<file path="src/rtl/next_pc_unit_pkg.sv">
// Shared definitions for the next-PC unit: default widths, vectors and
// flow-select encodings used by the top-level priority mux.
package next_pc_unit_pkg;

  localparam int          NPC_AW           = 6;
  localparam int          NPC_RAS_DEPTH    = 4;
  localparam logic [5:0]  NPC_RESET_VECTOR = 6'h00;
  localparam logic [5:0]  NPC_TRAP_VECTOR  = 6'h3F;

  // Which source drives next_pc this cycle.
  typedef enum logic [2:0] {
    SEL_SEQ  = 3'd0,
    SEL_BR   = 3'd1,
    SEL_JMP  = 3'd2,
    SEL_CALL = 3'd3,
    SEL_RET  = 3'd4,
    SEL_HOLD = 3'd5,
    SEL_TRAP = 3'd6,
    SEL_RST  = 3'd7
  } npc_sel_e;

endpackage

</file>
<file path="src/rtl/npc_ras.sv">
// Circular return-address stack. The pointer addresses the next free slot;
// a push when full overwrites the oldest entry and keeps the count saturated.
module npc_ras #(
  parameter int AW    = 6,
  parameter int DEPTH = 4
) (
  input  logic          clock,
  input  logic          reset_n,
  input  logic          push,
  input  logic          pop,
  input  logic [AW-1:0] push_data,
  output logic [AW-1:0] top,
  output logic          empty,
  output logic          full
);

  localparam int PW = $clog2(DEPTH);
  localparam int CW = PW + 1;

  logic [DEPTH-1:0][AW-1:0] mem_q, mem_d;
  logic [PW-1:0]            ptr_q, ptr_d;
  logic [CW-1:0]            cnt_q, cnt_d;

  assign empty = (cnt_q == '0);
  assign full  = (cnt_q == CW'(DEPTH));
  assign top   = mem_q[ptr_q - PW'(1)];

  // Next-state for entries, pointer and count; push takes precedence over pop.
  always_comb begin
    mem_d = mem_q;
    ptr_d = ptr_q;
    cnt_d = cnt_q;
    if (push) begin
      mem_d[ptr_q] = push_data;
      ptr_d        = ptr_q + PW'(1);
      if (!full) cnt_d = cnt_q + CW'(1);
    end else if (pop && !empty) begin
      ptr_d = ptr_q - PW'(1);
      cnt_d = cnt_q - CW'(1);
    end
  end

  // State registers; reset discards every entry.
  always_ff @(posedge clock or negedge reset_n) begin
    if (!reset_n) begin
      mem_q <= '0;
      ptr_q <= '0;
      cnt_q <= '0;
    end else begin
      mem_q <= mem_d;
      ptr_q <= ptr_d;
      cnt_q <= cnt_d;
    end
  end

endmodule

</file>
<file path="src/rtl/next_pc_unit.sv">
// Next-PC generator: priority mux over hold/return/call/jump/branch/sequential
// flow, with a return-address stack for call/return.
// Optional feature macro: NPC_RAS_TRAP_EN -- RAS overflow/underflow redirects
// to TRAP_VECTOR and sets a sticky ras_fault instead of wrapping/ignoring.
module next_pc_unit
  import next_pc_unit_pkg::*;
#(
  parameter int          AW           = NPC_AW,
  parameter int          RAS_DEPTH    = NPC_RAS_DEPTH,
  parameter logic [AW-1:0] RESET_VECTOR = AW'(NPC_RESET_VECTOR),
  parameter logic [AW-1:0] TRAP_VECTOR  = AW'(NPC_TRAP_VECTOR)
) (
  input  logic          clock,
  input  logic          reset_n,
  input  logic [AW-1:0] pc,
  input  logic          stall,
  input  logic          branch_taken,
  input  logic [AW-1:0] branch_offset,
  input  logic          jump,
  input  logic          call,
  input  logic          ret,
  input  logic [AW-1:0] jump_target,
  output logic [AW-1:0] next_pc,
  output logic          ras_empty,
  output logic          ras_full,
  output logic          ras_fault
);

  npc_sel_e      sel;
  logic          ras_push, ras_pop;
  logic [AW-1:0] ras_top;
  logic [AW-1:0] pc_inc, br_tgt;

  // Both adders wrap naturally at AW bits.
  assign pc_inc = pc + AW'(1);
  assign br_tgt = pc_inc + branch_offset;

  npc_ras #(.AW(AW), .DEPTH(RAS_DEPTH)) u_ras (
    .clock     (clock),
    .reset_n   (reset_n),
    .push      (ras_push),
    .pop       (ras_pop),
    .push_data (pc_inc),
    .top       (ras_top),
    .empty     (ras_empty),
    .full      (ras_full)
  );

`ifdef NPC_RAS_TRAP_EN
  logic trap;
`endif

  // Flow selection in priority order; RAS push/pop only on an unstalled cycle.
  always_comb begin
    sel      = SEL_SEQ;
    ras_push = 1'b0;
    ras_pop  = 1'b0;
`ifdef NPC_RAS_TRAP_EN
    trap     = 1'b0;
`endif
    if (!reset_n) begin
      sel = SEL_RST;
    end else if (stall) begin
      sel = SEL_HOLD;
    end else if (ret) begin
      // call is ignored when ret is present: pop only.
      if (!ras_empty) begin
        sel     = SEL_RET;
        ras_pop = 1'b1;
      end
`ifdef NPC_RAS_TRAP_EN
      else begin
        sel  = SEL_TRAP;
        trap = 1'b1;
      end
`endif
    end else if (call) begin
      sel      = SEL_CALL;
      ras_push = 1'b1;
`ifdef NPC_RAS_TRAP_EN
      if (ras_full) begin
        sel      = SEL_TRAP;
        ras_push = 1'b0;
        trap     = 1'b1;
      end
`endif
    end else if (jump) begin
      sel = SEL_JMP;
    end else if (branch_taken) begin
      sel = SEL_BR;
    end
  end

  // Output mux for the selected flow.
  always_comb begin
    next_pc = pc_inc;
    case (sel)
      SEL_RST:  next_pc = RESET_VECTOR;
      SEL_HOLD: next_pc = pc;
      SEL_RET:  next_pc = ras_top;
      SEL_CALL: next_pc = jump_target;
      SEL_JMP:  next_pc = jump_target;
      SEL_BR:   next_pc = br_tgt;
      SEL_TRAP: next_pc = TRAP_VECTOR;
      default:  next_pc = pc_inc;
    endcase
  end

`ifdef NPC_RAS_TRAP_EN
  logic fault_q, fault_d;

  // Sticky fault: set by any trapped over/underflow, cleared only by reset.
  always_comb begin
    fault_d = fault_q | trap;
  end

  // Fault flag register.
  always_ff @(posedge clock or negedge reset_n) begin
    if (!reset_n) fault_q <= 1'b0;
    else          fault_q <= fault_d;
  end

  assign ras_fault = fault_q;
`else
  assign ras_fault = 1'b0;
`endif

endmodule

</file>
<file path="config.mk">
export PLATFORM = sky130hd
export DESIGN_NAME = next_pc_unit
export DESIGN_NICKNAME = d
export VERILOG_FILES = /design/src/rtl/next_pc_unit_pkg.sv /design/src/rtl/npc_ras.sv /design/src/rtl/next_pc_unit.sv
export SDC_FILE = /design/constraint.sdc
export NUM_CORES = 1
export LEC_CHECK = 0
export ABC_AREA = 1
export ABC_CLOCK_PERIOD_IN_PS = 6300
export CAP_MARGIN = 20
export CORE_MARGIN = 4
export CORE_UTILIZATION = 57
export DETAILED_ROUTE_END_ITERATION = 10
export GPL_ROUTABILITY_DRIVEN = 1
export PLACE_DENSITY = 0.89
export REMOVE_ABC_BUFFERS = 1
export SYNTH_ARGS = -nofsm -noshare
export SYNTH_HDL_FRONTEND = slang
export SYNTH_SLANG_ARGS = --single-unit
</file>
<file path="constraint.sdc">
create_clock -name clock -period 6.3 [get_ports clock]
set_input_delay 1.26 -clock clock [delete_from_list [all_inputs] [get_ports clock]]
set_output_delay 1.26 -clock clock [all_outputs]
set_load 0.02 [all_outputs]
</file>
==> flow_metrics.py <==
metrics = {
    "worst_setup_path": {
        "r2r_slack_ns": 4.23,
        "cpMostUsedCell": "nand2_1",
        "crit_path_max_fanout": 8,
        "cp.required_ns": 5.04,
        "critPathSlowestCell": "clkdlybuf4s50_1",
        "path_cells": "clkdlybuf4s50_1 > ha_1 > nand3_1 > xor2_1 > inv_1 > ha_1 > nand2_1 > inv_1 > nand2_1 > nand2_1 > nor2_1 > inv_1 > nand2_1 > nand3_1 > a21oi_1 > clkdlybuf4s50_1",
        "timing.setup.critical_path_class": "in2out",
        "start_kind": "input port",
        "arrival_ns": 4.30,
        "endpoint_kind": "output port",
        "crit_path_max_incr_delay_ns": 0.62,
    },
    "clock_tree": {
        "clk_path_buf_depth": 2,
        "root_buffer": "clkbuf_4",
        "ctsHoldBuffers": 0,
        "cts_tree": "yes",
        "cts-buffers-inserted": 5,
        "post_cts_resized": 0,
        "clock-sinks": 29,
        "cts_setup_buffers": 0,
        "insertion_delay_ns": 0.34,
        "cts_max_level": 2,
        "cts.reportedPaths.clkPinSlew_ns": 0.09,
    },
    "synth": {
        "ys_warn_count": 0,
        "synth_edf_count": 0,
        "yosysTopAreaCell": "dfrtp_1",
        "async_reset_ff_share_pct": 100,
        "yosysUniqueCellTypes": 31,
        "synth.area.top_cells": "dfrtp_1, nand2_1, o21ai_0",
        "yosysSeqAreaShare_pct": 35.8,
        "synth_seq_cells": 29,
        "synth_most_common_cell": "nand2_1",
        "synthesis.area_sq_um": 2020,
        "synth_common_cells": "nand2_1, inv_1, o21ai_0",
        "synth_top_area_share_pct": 35.8,
        "synth_cells": 282,
        "synth_area_per_cell_sq_um": 7.18,
        "synth-main-ff-cell": "dfrtp_1",
    },
    "final_layout": {
        "nets": 354,
        "register_area_sq_um": 726,
        "layout-drive-gt1-share_pct": 6.29,
        "multi_input_area_sq_um": 1140,
        "num_antenna_cells": 0,
        "fillers": 274,
        "fin_cells": 364,
        "postLayoutCoreUtil_pct": 72.4,
        "area_delta_synth_final_pct": 21.2,
    },
    "sta": {
        "fin_worst_hold_slack_ns": 0.488,
        "period_share_pct": 88.3,
        "setup_ws_ns": 0.737,
        "rsz0062_at_grt": "no",
        "min_period_ns": 5.56,
        "report.final.slew_viol_count": 0,
        "relSlewSlack_pct": 64.8,
        "worst_slew_pin_slew_ns": 0.525,
        "fin_tns_setup_ns": 0,
        "finalHoldViolations": 0,
        "setup_viol": 0,
        "clock.fmax_mhz": 180,
        "fin_skew_ns": 0.00457,
    },
    "floorplan": {
        "num_io_pins": 34,
        "start_util_pct": 59.7,
        "placementRows": 21,
        "die_y_um": 67.6,
        "die_width_um": 67.6,
        "dieArea_sq_um": 4570,
        "core_area_sq_um": 3390,
    },
    "grt": {
        "grt_overflow": 0,
        "antenna_found_initial": 0,
        "grt_pass1_vias": 1842,
        "grt_pass1_wl_um": 8110,
        "grt_max_degree": 27,
        "grt.total_usage_pct": 24.1,
    },
    "detailed_routing": {
        "wl_per_cell_um": 13.7,
        "route.detailed.drc": 0,
        "drtIter0Drc": 123,
        "via_per_inst": 5.41,
        "dr_total_vias": 1970,
        "wl_um": 5000,
        "drt-pass1-iter-count": 4,
        "ant_nets": 0,
    },
    "run_status": {
        "status": "completed",
    },
    "job": {
        "maxCapViolations": 0,
    },
    "power": {
        "peakVddDrop_mv": 0.230,
        "p_per_area_nw_per_um2": 340,
        "leakagePower_uw": 0.00124,
    },
    "min_path": {
        "hold_class": "reg2reg",
    },
    "placement": {
        "pre_cts_ws_ns": 0.785,
        "io_buffers": 32,
        "dp_hpwl_um": 3810,
        "dp_cells": 356,
        "gp_congestion": 0.947,
    },
}
worst paths after layout:
kind                                        startpoint                           to  cells after the start
max in group asynchronous                      reset_n  u_ras.mem_q[14]$_DFFE_PN0P_                      2
max                                              pc[0]                   next_pc[5]                     16
min reg2reg                u_ras.mem_q[20]$_DFFE_PN0P_  u_ras.mem_q[20]$_DFFE_PN0P_                      2
min in group asynchronous                      reset_n   u_ras.cnt_q[0]$_DFFE_PN0P_                      1
min                        u_ras.mem_q[20]$_DFFE_PN0P_  u_ras.mem_q[20]$_DFFE_PN0P_                      2
max reg2reg                 u_ras.ptr_q[0]$_DFFE_PN0P_   u_ras.ptr_q[1]$_DFFE_PN0P_                      5
power by group:
group	internal (uW)	total (uW)	switching, uW
Combinational	156	385	228
Clock	64.5	130	65.3
Sequential	264	320	56.7
layout by cell type (no fill, tap or decap), types with 2 or more instances in the layout:
cell	instances
a21oi_1	9
clkbuf_4	5
clkbuf_8	2
clkdlybuf4s50_1	32
dfrtp_1	29
fa_1	2
ha_1	10
inv_1	35
nand2_1	92
nand3_1	15
nand3b_1	2
nand4_1	3
nor2_1	16
nor2_4	4
nor3_1	2
o21ai_0	35
o22ai_1	3
xnor2_1	2
xor2_1	6
cell families (layout without fill, tap and decap cells):
kind of cell	count (synthesis)	after routing	share of synthesized area [%]
compound gates	52	52	14.0
xor+xnor	8	8	3.46
fa+ha+maj	12	12	8.16
buf+inv	41	77	7.97
flops	29	29	35.8
other cells	1	1	0.185
simple gates	139	139	30.3
final cells by class:
type | instances | area share (%)
clock buffer | 7 | 2.65
timing repair buffer | 33 | 13.4
sequential | 29 | 29.6
multi-input combinational | 212 | 46.4
clock inverter | 1 | 0.204
tap | 46 | 2.35
inverter | 36 | 5.51
state kept, by name, indices dropped and copies added, names as in the netlist:
name and cells:
u_ras.mem_q 24, u_ras.ptr_q 2, u_ras.cnt_q 3
per-stage QoR:
stage / power (uW) / area, sq um
3_5_place_dp: 702 / 2380
5_1_grt: 907 / 2450
6_report: 835 / 2450
2_1_floorplan: 573 / 2000
3_3_place_gp: 687 / 2380
4_1_cts: 835 / 2450
critical path: cells and delay by family:
kind | cells | cell delay (ns)
and+or+nand+nor | 7 | 0.59
adders and majority gates | 2 | 0.58
xor gates and xnor gates | 1 | 0.28
AOI/OAI and AO/OA | 1 | 0.14
buffers and inverters | 5 | 1.45
per-layer routing:
metal	GRT usage [%]	vias to the layer above	part of all wire, %
li1	-	976	-
met1	30.4	911	42
met2	40.3	71	49
met3	3.83	12	6.5
met4	10.4	0	2.1
met5	0	-	0
No activity file was read; power rests on OpenSTA's default activity.
